## config.mk

```make
export PLATFORM = sky130hd
export DESIGN_NAME = led_frame_loader
export DESIGN_NICKNAME = d
export VERILOG_FILES = /design/src/rtl/led_frame_loader.sv
export SDC_FILE = /design/constraint.sdc
export NUM_CORES = 1
export LEC_CHECK = 0
export CORE_UTILIZATION = 45
export DETAILED_ROUTE_END_ITERATION = 6
export HOLD_SLACK_MARGIN = 0.15
export PLACE_DENSITY = 0.68
export SKIP_CTS_REPAIR_TIMING = 1
export SYNTH_ARGS = -nofsm -noshare
export SYNTH_HDL_FRONTEND = slang
export SYNTH_SLANG_ARGS = --single-unit
```

## constraint.sdc

```tcl
create_clock -name clk -period 1.9 [get_ports clk]
set_input_delay 0.38 -clock clk [delete_from_list [all_inputs] [get_ports clk]]
set_output_delay 0.38 -clock clk [all_outputs]
set_load 0.03 [all_outputs]
```

## src/rtl/led_frame_loader.sv

```systemverilog
// Double-buffered 6x6 frame source for the LED matrix scan driver.
// Rows are written into a back buffer and published to img only at a frame boundary or on timeout.
module led_frame_loader #(
  parameter int SYNC_TIMEOUT  = 32768,
  parameter bit CLEAR_ON_SWAP = 1'b0
) (
  input  logic        clk,
  input  logic        rst_n,
  input  logic        wr_valid,
  output logic        wr_ready,
  input  logic [2:0]  wr_row,
  input  logic [5:0]  wr_data,
  input  logic        commit,
  input  logic        frame_sync,
  output logic        pending,
  output logic        swapped,
  output logic        timeout_swap,
  output logic        err_row,
  input  logic        err_clr,
  output logic [35:0] img
);

  localparam int CW = (SYNC_TIMEOUT > 1) ? $clog2(SYNC_TIMEOUT) : 1;
  localparam logic [CW-1:0] TMO_LAST = CW'((SYNC_TIMEOUT > 0) ? SYNC_TIMEOUT - 1 : 0);
  localparam logic [CW-1:0] CNT_MAX  = {CW{1'b1}};

  typedef enum logic [0:0] {
    IDLE    = 1'b0,
    PENDING = 1'b1
  } state_t;

  state_t        state;
  state_t        state_nxt;
  logic [CW-1:0] cnt;
  logic [35:0]   back;
  logic [35:0]   back_nxt;
  logic          accept;
  logic          row_ok;
  logic          tmo_hit;
  logic          swap;

  assign wr_ready = (state == IDLE);
  assign pending  = (state == PENDING);

  // Handshake decode, swap condition and next state
  always_comb begin
    state_nxt = state;
    accept    = wr_valid && (state == IDLE);
    row_ok    = (wr_row <= 3'd5);
    tmo_hit   = (SYNC_TIMEOUT != 0) && (cnt == TMO_LAST);
    swap      = 1'b0;
    case (state)
      IDLE: begin
        if (commit) state_nxt = PENDING;
        else        state_nxt = IDLE;
      end
      PENDING: begin
        swap = frame_sync || tmo_hit;
        if (swap) state_nxt = IDLE;
        else      state_nxt = PENDING;
      end
      default: state_nxt = IDLE;
    endcase
  end

  // Back buffer update: row write, or optional clear right after a swap
  always_comb begin
    back_nxt = back;
    if (swap && CLEAR_ON_SWAP) begin
      back_nxt = 36'h0;
    end else if (accept && row_ok) begin
      for (int r = 0; r < 6; r++) begin
        if (wr_row == 3'(r)) back_nxt[6*r +: 6] = wr_data;
        else                 back_nxt[6*r +: 6] = back[6*r +: 6];
      end
    end else begin
      back_nxt = back;
    end
  end

  // State, timeout counter and buffers
  always_ff @(posedge clk or negedge rst_n) begin
    if (!rst_n) begin
      state <= IDLE;
      cnt   <= '0;
      back  <= 36'h0;
      img   <= 36'h0;
    end else begin
      state <= state_nxt;
      back  <= back_nxt;
      if (swap) img <= back;
      if ((state == IDLE) && commit)                 cnt <= '0;
      else if ((state == PENDING) && (cnt != CNT_MAX)) cnt <= cnt + 1'b1;
    end
  end

  // Status flags; err_clr wins over a same-cycle bad-row write
  always_ff @(posedge clk or negedge rst_n) begin
    if (!rst_n) begin
      swapped      <= 1'b0;
      timeout_swap <= 1'b0;
      err_row      <= 1'b0;
    end else begin
      swapped <= swap;
      if (swap) timeout_swap <= !frame_sync;
      if (err_clr)                  err_row <= 1'b0;
      else if (accept && !row_ok)   err_row <= 1'b1;
    end
  end

endmodule

```

==> results.json, run 1 <==
{
  "ys_warn_count": 0,
  "rsz0062_at_grt": "no",
  "grt_pass1_wl_um": 12600,
  "comb_power_share": 0.385,
  "path_max_fanout": 10,
  "crit_type": "reg -> reg",
  "hold_class": "reg -> reg",
  "die_w_um": 95.0,
  "p_clk_frac": 0.190,
  "whs_endpoint": "err_row",
  "max-cap-violations": 0,
  "maxSlewViolCount": 0,
  "async_flop_share": 1.00,
  "portBuffers": 55,
  "timing.final.crit_period_ps": 1810,
  "ys_top_cells_by_count": "dfrtp_1, mux2_2, mux2_4",
  "grt_pass1_vias": 2417,
  "rr_worst_depth": 6,
  "row_count": 33,
  "antenna_found_initial": 0,
  "synth_area_leaders": "dfrtp_1, mux2_2, mux2_4, a31oi_1, o21ai_0",
  "syn_to_final_growth_pct": 26.6,
  "synth_nets": 289,
  "yosys_register_bits": 91,
  "syn_area_per_cell_um2": 14.3,
  "cts_tree": "yes",
  "overflow": 0,
  "n_antenna_cell": 0,
  "max_freq_mhz": 552,
  "syn_inst": 273,
  "gp_congestion": 0.840,
  "place_hpwl_um": 5440,
  "relSlewSlack": 0.612,
  "slowest_stage": "or4_4",
  "swShare": 0.347,
  "yosysSeqAreaShare": 0.585,
  "status": "finished, final reports clean",
  "tightest_slew_ps": 567,
  "peakVddDrop_mv": 0.793,
  "core_mm2": 0.00830,
  "power_mw": 7.18,
  "hold_viol": 0,
  "whs_ps": 505,
  "synth_area_leader_cell": "dfrtp_1",
  "r2r_end": "cnt[2]",
  "layout.nets": 367,
  "ys_types": 38,
  "endpoint_kind": "register",
  "grt_max_degree": 38,
  "drc_errors": 0,
  "cpPeakStageDelay_ps": 540,
  "initial_core_util": 0.469,
  "layout-drive-gt1-share": 0.340,
  "synth_most_common_cell": "dfrtp_1",
  "drt_iter0_markers": 103,
  "die_area_mm2": 0.00903,
  "fin_crit_sh": 0.954,
  "htree_levels": 3,
  "synth_area_mm2": 0.00389,
  "arrival_ps": 2090,
  "grt_use_total": 0.188,
  "netSwitchingPower_mw": 2.49,
  "first_pass_iters": 4,
  "cts.sink_count": 91,
  "timing.rr.start": "cnt[0]",
  "setup_viol": 0,
  "hp-start": "err_row",
  "p_seq_frac": 0.425,
  "synthDominantCellAreaShare": 0.585,
  "startpoint_type": "register",
  "clockBufferDepth": 2,
  "p_per_area_mw_per_mm2": 1460,
  "avgRoutedWirePerCell_um": 16.8,
  "synth_edf_count": 0,
  "r2r_slack_ps": 90,
  "die_h_um": 95.0,
  "insertion_delay_ps": 360,
  "worstPathRequired_ps": 2180,
  "cts_buffers": 9,
  "ioPinCount": 56,
  "via_per_inst": 5.37,
  "path_clk_slew_ps": 90,
  "power.internal_mw": 4.69,
  "p_leak_nw": 2.24,
  "drtAntennaViolNets": 0,
  "num_vias": 2475,
  "drt-total-wl_um": 7750,
  "finalClockSkew_ps": 13.7,
  "root_buffer": "clkbuf_8",
  "crit_chain": "ha_2, nand4_4, or4_4, buf_4, a21o_1, a31oi_1",
  "synth_ff_type": "dfrtp_1",
  "worstHoldPathCells": 2
}
[cell families after synthesis]
kind of cell | after synthesis | synth area share
multiplexers | 72 | 0.236
XOR/XNOR | 2 | 0.00450
buffers and inverters | 18 | 0.0238
adder cells (fa/ha/maj) | 1 | 0.00321
AO/OA/AOI/OAI | 42 | 0.0720
flip-flops | 91 | 0.585
AND/OR/NAND/NOR | 47 | 0.0758
[metrics by stage]
| stage | worst slack, ps | cells | setup TNS (ps) | cell area [um2] | util |
|---|---|---|---|---|---|
| floorplan | 47.7 | 273 | 0 | 3890 | - |
| global placement | -37.2 | 444 | -232 | 4700 | 0.567 |
| detailed placement | -39.3 | 444 | -411 | 4700 | 0.567 |
| CTS | 8.81 | 460 | 0 | 4910 | 0.592 |
| global route | 12.8 | 461 | 0 | 4930 | 0.594 |
| finish | 87.6 | 461 | 0 | 4930 | 0.594 |
[power by group through the flow]
stage          Combinational (mW)  Clock, mW  Sequential (mW)
5_1_grt                      2.95       1.47             3.15
3_5_place_dp                 2.77          0             3.10
3_3_place_gp                 2.74          0             3.07
2_1_floorplan               0.955          0             3.76
4_1_cts                      2.79       1.38             3.06
6_report                     2.76       1.36             3.05
[how the worst max path moves through the flow]
stage / start / to / slack, ps
6_report: cnt[0] / cnt[2] / 90
5_1_grt: cnt[1] / cnt[2] / 10
4_1_cts: pending / pending / 9
3_5_place_dp: wr_valid / back[13] / -40
3_3_place_gp: wr_valid / back[13] / -40
2_1_floorplan: cnt[0] / cnt[2] / 50
[sequential cells by signal, indices dropped and copies added, names as in the netlist]
register,flops
cnt,15
err_row,1
back,36
timeout_swap,1
img,36
swapped,1
pending,1
[worst max-delay path: cells and delay by family, from the launching register on]
kind            cells  cell delay (ps)
flops               1              370
simple gates        2              640
compound gates      2              330
fa+ha+maj           1              210
buf+inv             1              180
[cell type report]
| type | count | area [um2] |
|---|---|---|
| inverters | 8 | 30.0 |
| repair buffers | 77 | 753 |
| fillers | 687 | 3370 |
| well taps | 105 | 131 |
| multi-input cells | 164 | 1530 |
| clock buffers | 9 | 124 |
| clock inverters | 7 | 82.6 |
| flip-flops and latches | 91 | 2280 |
[per-layer routing]
layer  vias up  share of wire  routed length, um  global-route usage
li1       1159              -                  -                   -
met1      1262           0.48               3700               0.269
met2        47           0.47               3680               0.291
met3         7          0.034                265              0.0287
met4         0          0.013                102              0.0682
met5         -              0                  0                   0
[cells in the final DEF (no fill, tap or decap), types with 3 or more instances in the layout]
| cell type | count |
|---|---|
| inv_6 | 3 |
| clkbuf_8 | 9 |
| a21o_1 | 5 |
| inv_1 | 8 |
| nand3_1 | 7 |
| clkdlybuf4s50_1 | 52 |
| mux2_4 | 29 |
| o21ai_0 | 9 |
| mux2_2 | 43 |
| a31oi_1 | 11 |
| nor2_1 | 6 |
| buf_12 | 3 |
| dfrtp_1 | 90 |
| or4_1 | 5 |
| nand2_1 | 11 |
| a21oi_1 | 7 |
| buf_4 | 20 |
Power figures use the tool's default switching activity.
==> run 2, diff against run 1 <==
- CORE_UTILIZATION: 45 -> 49
- PLACE_DENSITY: 0.68 -> 0.73
- RECOVER_POWER: not set -> 25
==> run 2 against run 1 <==
  * Via count rose by 1.8%
  * Global-route usage increased by 2.0 points
  * First-iteration DRC count is 2.9% lower
  * Routed wire length is 3.2% higher
  * Non-clock buffer count up 3
  * Sequential cell count did not move
  * Maximum frequency fell by 2.8%
  * Die area down 8.0%
  * Design area increased by 0.33%
  * Critical endpoint is now img[27]
  * Sequential share of layout area down 0.18 points
==> results.json, run 2 (synthesis results as in run 1) <==
{
  "status": "finished, final reports clean",
  "overflow": 0,
  "layout-drive-gt1-share": 0.340,
  "fin_area_mm2": 0.00495,
  "layout_commonest_cell": "dfrtp_1",
  "top_regs": "back (36), img (36), cnt (15)",
  "core_mm2": 0.00769,
  "drtAntennaViolNets": 0,
  "fin_setup_tns_ps": 0,
  "max-cap-violations": 0,
  "grt_use_total": 0.208,
  "grt_max_degree": 37,
  "insertion_delay_ps": 370,
  "maxSlewViolCount": 0,
  "fin_crit_sh": 0.981,
  "hold_class": "reg -> reg",
  "arrival_ps": 2120,
  "worst_slack_ps": 35.9,
  "ioPinCount": 56,
  "post-route-util": 0.644,
  "initial_core_util": 0.507,
  "avgRoutedWirePerCell_um": 17.3,
  "num_vias": 2519,
  "htree_levels": 3,
  "cp_top_family": "buffers and inverters",
  "worstPathRequired_ps": 2160,
  "drt-total-wl_um": 8000,
  "via_per_inst": 5.46,
  "startpoint_type": "register",
  "path_clk_slew_ps": 100,
  "syn_to_final_growth_pct": 27.0,
  "n_antenna_cell": 0,
  "antenna_found_initial": 0,
  "peakVddDrop_mv": 0.957,
  "crit_type": "reg -> reg",
  "first_pass_iters": 7,
  "fill_cells": 582,
  "die_h_um": 91.2,
  "finalNonFillerCells": 461,
  "finalClockSkew_ps": 12.6,
  "clockBufferDepth": 2,
  "critical_path_buf_inv_count": 2,
  "tightest_slew_ps": 938,
  "slowest_stage": "dfrtp_1",
  "p_per_area_mw_per_mm2": 1440,
  "die_area_mm2": 0.00831,
  "timing.final.crit_period_ps": 1860,
  "row_count": 32,
  "layout.nets": 370,
  "portBuffers": 55,
  "p_leak_nw": 2.26,
  "cts_buffers": 9,
  "relSlewSlack": 0.374,
  "final_cell_mix": "dfrtp_1, clkdlybuf4s50_1, mux2_2",
  "endpoint_kind": "register",
  "preCtsSetupSlack_ps": -31.2,
  "grt_pass1_vias": 2493,
  "grt_pass1_wl_um": 13100,
  "crit_chain": "ha_2, nand4_4, buf_4, nor4_4, o21ai_4, clkbuf_16, mux2_4",
  "setup_viol": 0,
  "cts.sink_count": 91,
  "cpPeakStageDelay_ps": 370,
  "gp_congestion": 0.848,
  "path_max_fanout": 11,
  "whs_ps": 508,
  "cts_tree": "yes",
  "placed_cell_area_mm2": 0.00471,
  "place_hpwl_um": 5420,
  "drt_iter0_markers": 100,
  "power_mw": 7.12,
  "die_w_um": 91.2,
  "max_freq_mhz": 536,
  "hold_viol": 0,
  "dp_cells": 442,
  "drc_errors": 0,
  "root_buffer": "clkbuf_8"
}
-- run 2: cell type report --
type | instances | area, um2 | share of cell area
sequential | 91 | 2280 | 0.460
timing repair buffer | 80 | 795 | 0.161
inverter | 8 | 30.0 | 0.00607
tap | 102 | 128 | 0.0258
clock inverter | 6 | 52.6 | 0.0106
multi-input combinational | 164 | 1530 | 0.309
clock buffer | 10 | 138 | 0.0278
-- run 2: per-layer routing --
layer	vias up	routed length, um	global-route usage
li1	1162	-	-
met3	15	363	0.0335
met5	-	0	0
met1	1282	3780	0.297
met4	0	179	0.0939
met2	60	3680	0.315
-- run 2: power by group --
part / leakage [nW] / switching, mW / total, mW / internal, mW
Combinational: 1.03 / 1.34 / 2.80 / 1.46
Clock: 0.0918 / 0.725 / 1.26 / 0.534
Sequential: 1.13 / 0.445 / 3.05 / 2.61
-- run 2: final timing paths --
kind	from	to	slack [ps]	cells past startpoint
min in group asynchronous	rst_n	img[13]	670	2
hold reg to reg	back[25]	img[25]	510	1
setup reg to reg	cnt[0]	img[27]	40	7
hold / removal	back[25]	img[25]	510	1
max in group asynchronous	rst_n	back[30]	360	3
setup / recovery	cnt[0]	img[27]	40	7
